===== config.mk =====
export PLATFORM = sky130hd
export DESIGN_NAME = unified_mem_arbiter
export DESIGN_NICKNAME = d
export VERILOG_FILES = /design/src/rtl/unified_mem_arbiter_pkg.sv /design/src/rtl/mem_arb_grant.sv /design/src/rtl/unified_mem_arbiter.sv
export SDC_FILE = /design/constraint.sdc
export NUM_CORES = 1
export LEC_CHECK = 0
export ABC_CLOCK_PERIOD_IN_PS = 2140
export BUFFER_PORTS_ARGS = -buffer_cell sky130_fd_sc_hd__buf_2
export CORE_AREA = 2 2 147 92
export CTS_CLUSTER_DIAMETER = 60
export DETAILED_ROUTE_END_ITERATION = 8
export DIE_AREA = 0 0 149 94
export GPL_TIMING_DRIVEN = 0
export PLACE_DENSITY = 0.79
export SLEW_MARGIN = 10
export SYNTH_ARGS = -nofsm -noshare
export SYNTH_HDL_FRONTEND = slang
export SYNTH_SLANG_ARGS = --single-unit

===== constraint.sdc =====
create_clock -name mem_Clk -period 2.14 [get_ports mem_Clk]
set_input_delay 0.107 -clock mem_Clk [delete_from_list [all_inputs] [get_ports mem_Clk]]
set_output_delay 0.107 -clock mem_Clk [all_outputs]
set_load 0.05 [all_outputs]

===== src/rtl/unified_mem_arbiter_pkg.sv =====
`default_nettype none
// ============================================================================
// Module   : scc_mem_pkg
// Brief    : Shared types and constants for the unified memory arbiter.
// Revision : 1.0
// ============================================================================
package scc_mem_pkg;

   typedef enum logic [2:0] {
      IDLE     = 3'd0,
      XFER     = 3'd1,
      WAIT     = 3'd2,
      RSP      = 3'd3,
      HALT_RSP = 3'd4
   } state_e;

   typedef enum logic [1:0] {
      K_FETCH = 2'd0,
      K_LOAD  = 2'd1,
      K_STORE = 2'd2
   } kind_e;

   localparam int          BYTES_PER_WORD = 4;
   localparam logic [31:0] HALT_WORD      = 32'hFFFF_FFFF;

   // Big-endian byte select: beat 0 is bits [31:24].
   function automatic logic [7:0] word_byte(input logic [31:0] w, input logic [1:0] beat);
      return w[8*(3-int'(beat)) +: 8];
   endfunction

endpackage
`default_nettype wire


===== src/rtl/mem_arb_grant.sv =====
`default_nettype none
// ============================================================================
// Module   : mem_arb_grant
// Brief    : Fetch/data grant select with anti-starvation streak counter.
// Revision : 1.0
// ============================================================================
module mem_arb_grant #(
   parameter int STREAK_MAX = 4
) (
   input  logic clk,
   input  logic rst_n,
   input  logic idle,
   input  logic fetch_en,
   input  logic i_req,
   input  logic d_req,
   output logic grant_fetch,
   output logic grant_data,
   output logic grant_halt
);

   localparam int               STREAK_W   = $clog2(STREAK_MAX + 1);
   localparam logic [STREAK_W-1:0] STREAK_LIM = STREAK_W'(STREAK_MAX);

   logic [STREAK_W-1:0] streak_q, streak_d;
   logic                fetch_ok;

   always_comb begin
      grant_fetch = 1'b0;
      grant_data  = 1'b0;
      grant_halt  = 1'b0;
      fetch_ok    = i_req && fetch_en;
      if (idle) begin
         // A full streak hands one slot to the waiting fetch.
         if (d_req && !(fetch_ok && streak_q == STREAK_LIM)) begin
            grant_data = 1'b1;
         end else if (fetch_ok) begin
            grant_fetch = 1'b1;
         end else if (i_req && !fetch_en) begin
            grant_halt = 1'b1;
         end
      end

      streak_d = streak_q;
      if (grant_fetch) begin
         streak_d = '0;
      end else if (grant_data && i_req && streak_q != STREAK_LIM) begin
         streak_d = streak_q + 1'b1;
      end
   end

   always_ff @(posedge clk or negedge rst_n) begin
      if (!rst_n) begin
         streak_q <= '0;
      end else begin
         streak_q <= streak_d;
      end
   end

endmodule
`default_nettype wire


===== src/rtl/unified_mem_arbiter.sv =====
`default_nettype none
// ============================================================================
// Module   : unified_mem_arbiter
// Brief    : Serialises fetch and load/store words onto a byte-wide memory.
// Revision : 1.0
// ============================================================================
module unified_mem_arbiter #(
   parameter int ADDR_W     = 16,
   parameter int STREAK_MAX = 4
) (
   input  logic              mem_Clk,
   input  logic              mem_Rst_n,
   input  logic              fetch_en,
   input  logic              i_req,
   input  logic [ADDR_W-1:0] i_addr,
   output logic              i_valid,
   output logic [31:0]       i_data,
   input  logic              d_req,
   input  logic              d_we,
   input  logic [ADDR_W-1:0] d_addr,
   input  logic [31:0]       d_wdata,
   output logic              d_done,
   output logic [31:0]       d_rdata,
   output logic [ADDR_W-1:0] m_addr,
   output logic              m_we,
   output logic [7:0]        m_wdata,
   input  logic [7:0]        m_rdata,
   output logic              busy
);

   import scc_mem_pkg::*;

   localparam logic [1:0] LAST_BEAT = 2'(BYTES_PER_WORD - 1);

   state_e            state_q, state_d;
   kind_e             kind_q, kind_d;
   logic [1:0]        beat_q, beat_d;
   logic [ADDR_W-1:0] base_q, base_d;
   logic [31:0]       wdata_q, wdata_d;
   logic [23:0]       rdata_q, rdata_d;
   logic [31:0]       i_data_q, i_data_d;
   logic [31:0]       d_rdata_q, d_rdata_d;
   logic              i_valid_q, i_valid_d;
   logic              d_done_q, d_done_d;

   logic              grant_fetch, grant_data, grant_halt;
   logic [31:0]       word;

   mem_arb_grant #(
      .STREAK_MAX (STREAK_MAX)
   ) u_grant (
      .clk         (mem_Clk),
      .rst_n       (mem_Rst_n),
      .idle        (state_q == IDLE),
      .fetch_en    (fetch_en),
      .i_req       (i_req),
      .d_req       (d_req),
      .grant_fetch (grant_fetch),
      .grant_data  (grant_data),
      .grant_halt  (grant_halt)
   );

   always_comb begin
      state_d   = state_q;
      kind_d    = kind_q;
      beat_d    = beat_q;
      base_d    = base_q;
      wdata_d   = wdata_q;
      rdata_d   = rdata_q;
      i_data_d  = i_data_q;
      d_rdata_d = d_rdata_q;
      word      = {rdata_q, m_rdata};

      case (state_q)
         IDLE: begin
            if (grant_data) begin
               kind_d  = d_we ? K_STORE : K_LOAD;
               base_d  = d_addr;
               wdata_d = d_wdata;
               beat_d  = 2'd0;
               state_d = XFER;
            end else if (grant_fetch) begin
               kind_d  = K_FETCH;
               base_d  = i_addr;
               beat_d  = 2'd0;
               state_d = XFER;
            end else if (grant_halt) begin
               i_data_d = HALT_WORD;
               state_d  = HALT_RSP;
            end
         end
         XFER: begin
            // Read data trails the address by one cycle, so beat 0 has nothing yet.
            if (kind_q != K_STORE && beat_q != 2'd0) begin
               rdata_d = {rdata_q[15:0], m_rdata};
            end
            if (beat_q == LAST_BEAT) begin
               beat_d  = 2'd0;
               state_d = (kind_q == K_STORE) ? RSP : WAIT;
            end else begin
               beat_d = beat_q + 2'd1;
            end
         end
         WAIT: begin
            if (kind_q == K_FETCH) begin
               i_data_d = word;
            end else begin
               d_rdata_d = word;
            end
            state_d = RSP;
         end
         RSP:      state_d = IDLE;
         HALT_RSP: state_d = IDLE;
         default:  state_d = IDLE;
      endcase

      i_valid_d = (state_d == HALT_RSP) || (state_d == RSP && kind_q == K_FETCH);
      d_done_d  = (state_d == RSP) && (kind_q != K_FETCH);
   end

   always_ff @(posedge mem_Clk or negedge mem_Rst_n) begin
      if (!mem_Rst_n) begin
         state_q   <= IDLE;
         kind_q    <= K_FETCH;
         beat_q    <= 2'd0;
         base_q    <= '0;
         wdata_q   <= '0;
         rdata_q   <= '0;
         i_data_q  <= '0;
         d_rdata_q <= '0;
         i_valid_q <= 1'b0;
         d_done_q  <= 1'b0;
      end else begin
         state_q   <= state_d;
         kind_q    <= kind_d;
         beat_q    <= beat_d;
         base_q    <= base_d;
         wdata_q   <= wdata_d;
         rdata_q   <= rdata_d;
         i_data_q  <= i_data_d;
         d_rdata_q <= d_rdata_d;
         i_valid_q <= i_valid_d;
         d_done_q  <= d_done_d;
      end
   end

   // Memory side comes straight off registered state so reset silences it at once.
   assign m_we    = (state_q == XFER) && (kind_q == K_STORE);
   assign m_addr  = (state_q == XFER) ? base_q + {{(ADDR_W-2){1'b0}}, beat_q} : '0;
   assign m_wdata = m_we ? word_byte(wdata_q, beat_q) : 8'h00;
   assign busy    = (state_q != IDLE);
   assign i_valid = i_valid_q;
   assign d_done  = d_done_q;
   assign i_data  = i_data_q;
   assign d_rdata = d_rdata_q;

endmodule
`default_nettype wire

==> run summary <==
The run finished, with violations left. The checks that failed: negative setup slack. The number of warnings issued by yosys is 0, and the post-layout total power is 16.3 mW.

The commonest cells after synthesis are 148 x sky130_fd_sc_hd__dfrtp_1, 87 x sky130_fd_sc_hd__mux2_2, 74 x sky130_fd_sc_hd__nor2_1. Critical path launch point type: a register. Once layout is complete, the utilization of the core stands at 73.5%. The tools report the clock sink total as 148. Global routing used 26.7% of the available tracks.

The worst hold path begins at i_addr[6]. The power per cell area is 1770 mW/mm^2. Per report_power, the clock group accounts for 17.0% of the total. The count of cells along the worst register-to-register path came out at 7. The global routing's busiest layer is met2. Worst hold slack after final layout: 0.00827 ns.

Prior to clock tree synthesis, the placed netlist has a worst setup slack of -0.300 ns. The tools report the nature of the critical path endpoint as an output pin. The reg-to-reg critical path startpoint is state_q[1]$_DFF_PN0_. Summed over all cells, the static leakage comes to 4.25 nW. The clock arrives with 0.0118 ns of skew.

For the diode insertion count for antenna repair, the log shows 0. The remaining max-slew budget at the tightest pin is 60.1%, and the cell depth of the worst min-delay path is 3. After layout, the minimum clock period comes to 2.39 ns. Global routing consumed, on the met1 layer, 37.2% of the routing resources. The logs give 0.0126 sq mm for the placeable core area and 5627 for the number of global-route vias before repair. The count of nets left with antenna violations once routing finished came out at 0. The synthesized area per cell is 12.1 sq um, and the largest net degree at the start of global routing is 92. The run gives 2 as the buffer depth of the longest clock path.

TritonCTS built the clock tree. The cell count after synthesis came out at 543. Ranked by total cell area, the synthesized netlist is headed by sky130_fd_sc_hd__dfrtp_1 56%, sky130_fd_sc_hd__mux2_2 15%, sky130_fd_sc_hd__nor2_1 4.2%, sky130_fd_sc_hd__a21oi_1 3.1%, sky130_fd_sc_hd__mux4_2 2.7%.

Synthesis instantiated 47 different standard cells from the library. After detailed routing, the number of remaining DRC violations is 0. Setup repair after global routing could not meet its margin everywhere.

For the setup slack after layout, the log shows -0.250 ns. The critical path is of the register to output pin type. The maximum clock frequency is 0.418 GHz. The biggest area contributor in the post-synthesis netlist is sky130_fd_sc_hd__dfrtp_1. The clock buffer count from CTS was 17.

Of all nets on the critical path, the largest fanout is 4. The library cell with the highest instance count after synthesis was sky130_fd_sc_hd__dfrtp_1. The tools report the final-report setup violation count as 14.

The proportion of synthesized chip area in sequential cells is 56.5%. The final wirelength was 17900 um; the number of synthesized register bits was 148. The number of max-slew violations in the final report is 0. The first global-routing pass estimated 28800 um of wire.

For the die area, the log shows 0.0140 sq mm. For this run, the post-layout net count is 890. In this run the worst hold path is classified as primary input to register. The synthesized design contains 0 enable-type register cells.

The DRC violation total after the first TritonRoute iteration was 324. The clock reaches the later pin of the worst-skew pair after 0.41 ns. Of all flip-flops after synthesis, the portion carrying an async set or reset was 100%. Across the VDD grid, the largest voltage drop is 0.000967 V. Cell area after placement: 0.00767 sq mm. In this run the critical register-to-register path is captured at rdata_q[7]$_DFFE_PN0P_.

In this run, placement finished with an instance count of 883. When the netlist entered floorplanning its net count stood at 628. The run gives -1.38 ns as the setup TNS.

The initial standard-cell utilization of the core is 52.1%. Global routing used 4.76% of the available met3 tracks. For this design, the slowest cell found on the critical path is sky130_fd_sc_hd__dfrtp_1. The run gives 42.7% as the global-route met2 utilization. The H-tree generated during clock tree synthesis spans 4 levels. Across the run, the number of max-cap violations was 0. The largest single stage delay on the critical path is 0.43 ns.

Across all register-to-register paths, the minimum setup slack is 0.12 ns. For the pin with the worst max-slew slack, the measured transition is 0.595 ns. The routed via count divided by cell count was 5.34. After clock tree synthesis, the clock-pin slew on the worst setup and hold paths is 0.07 ns. The cell area after synthesis is 0.00656 sq mm, and the share of the cycle needed by the critical path after routing is 112%.

In this run the clock root is driven by a sky130_fd_sc_hd__clkbuf_16. The number of hold violations in the final report is 0. The internal power summed over all cells is 8.84 mW. The tools report the terminating pin of the worst hold path as base_q[6]$_DFFE_PN0P_.

The number of buffers inserted by port buffering is 169. The final HPWL from detailed placement was 11900 um. Excluding fillers, the count of instances in the completed layout stands at 988. The height of the chip is 94 um, and the layout cell share with drive strength beyond 1 is 44.5%. Data arrives at the worst endpoint at 2.28 ns. The net switching component of the power was 7.51 mW; the share of the synthesized area in the top cell type was 56.5%. The flip-flop cell with the highest count after synthesis was sky130_fd_sc_hd__dfrtp_1. Compared with the post-synthesis result, the final layout area differs by 41.0%. Dividing the detail-routed wire length by the instance count gives 18.1 um. The run gives 0 as the initial antenna violation count. The critical path goes through ha_4 > a21oi_4 > or3_4 > or4_4 > a21oi_2 > buf_6. Row generation in the floorplan step produced 32 rows. For the via total after detailed routing, the log shows 5273.

STA puts the critical path data required time at 2.03 ns. The finished cells cover 0.00925 sq mm. The combinational share of power is 51.5%. Of the total power, the share spent switching nets is 45.9%. For the register share of total power, the log shows 31.5%.

Measured along the x axis, the die boundary spans 149 um. The total grt overflow came out at 0. The first TritonRoute pass finished after 5 iterations. The tools report the weighted congestion at the end of routability-driven global placement as 0.860. Pin placement for this block handled 170 I/O pins. Fill cells in the final layout number 850.
==> how the worst max path moves through the flow <==
stage                          start                      end  slack (ns)
3_5_place_dp   beat_q[1]$_DFFE_PN0P_  rdata_q[11]$_DFFE_PN0P_       -0.30
6_report       base_q[1]$_DFFE_PN0P_               m_addr[15]       -0.25
2_1_floorplan  beat_q[1]$_DFFE_PN0P_               m_addr[15]       -0.07
3_3_place_gp               mem_Rst_n        i_valid$_DFF_PN0_       -1.01
5_1_grt        beat_q[1]$_DFFE_PN0P_               m_addr[15]       -0.33
4_1_cts        beat_q[1]$_DFFE_PN0P_               m_addr[15]       -0.26
==> critical path, delay by kind of cell, from the launching register on <==
kind	cells	cell delay (ns)
AND/OR/NAND/NOR	2	0.76
flip-flops	1	0.43
adder cells (fa/ha/maj)	1	0.30
AO/OA/AOI/OAI	2	0.21
buffers and inverters	1	0.17
==> power groups by stage <==
| stage | clock, mW | sequential, mW | combinational [mW] |
|---|---|---|---|
| after global routing | 2.94 | 5.30 | 8.93 |
| final | 2.78 | 5.15 | 8.42 |
| after global placement | 0 | 5.02 | 7.27 |
| after detailed placement | 0 | 5.12 | 7.49 |
| after floorplan | 0 | 6.66 | 3.97 |
| after CTS | 2.82 | 5.09 | 8.09 |
==> area by class of cell <==
type / count / area (sq um) / share of cell area (%)
Sequential cell: 148 / 3710 / 40.1
Buffer: 30 / 211 / 2.29
Tap cell: 170 / 213 / 2.30
Clock buffer: 18 / 429 / 4.64
Timing Repair Buffer: 244 / 1750 / 18.9
Inverter: 10 / 37.5 / 0.406
Clock inverter: 14 / 116 / 1.26
Multi-Input combinational cell: 354 / 2780 / 30.1
==> cell usage in the layout (no fill, tap or decap), drive strengths merged, types with 2 or more instances in the layout <==
master and instances:
mux2i 16, clkbuf 28, xnor2 4, clkinvlp 4, dfrtp 148, and3 9, dlygate4sd3 62, or3 6
and2 5, inv 18, nor2b 3, buf 202, or2 2, mux4 8, ha 6, clkinv 2
nor4b 2, o21ai 24, nand4 3, xor2 4, a21oi 41, nor3 2, o31ai 3, nand2b 2
nor2 74, mux2 88, nand2 28, nand3 10
==> cell families after synthesis <==
| kind of cell | synth area share [%] |
|---|---|
| AO/OA/AOI/OAI | 6.41 |
| multiplexers | 20.3 |
| adder cells (fa/ha/maj) | 1.45 |
| XOR/XNOR | 1.07 |
| AND/OR/NAND/NOR | 10.9 |
| buffers and inverters | 3.38 |
| flip-flops | 56.5 |
==> state kept, by name, summed over array words and instances, names as in the netlist <==
register / count
d_rdata: 32
i_data: 32
wdata_q: 32
rdata_q: 24
base_q: 16
state_q: 3
u_grant.streak_q: 3
beat_q: 2
kind_q: 2
d_done: 1
i_valid: 1
==> per-layer routing <==
| layer | up-vias | part of all wire, % |
|---|---|---|
| met5 | - | 0 |
| met4 | 0 | 1.8 |
| met3 | 31 | 5.6 |
| met2 | 192 | 48 |
| met1 | 2632 | 45 |
| li1 | 2418 | - |
==> timing repair <==
item | in CTS | in global routing
cloned | 0 | 1
pin swaps | 12 | 4
endpoints found under the hold margin | 116 | 0
setup endpoints to repair | 49 | 48
gates resized for setup | 49 | 33
hold buffers | 62 | 0
buffers inserted | 9 | 3
Power figures use the tool's default switching activity.
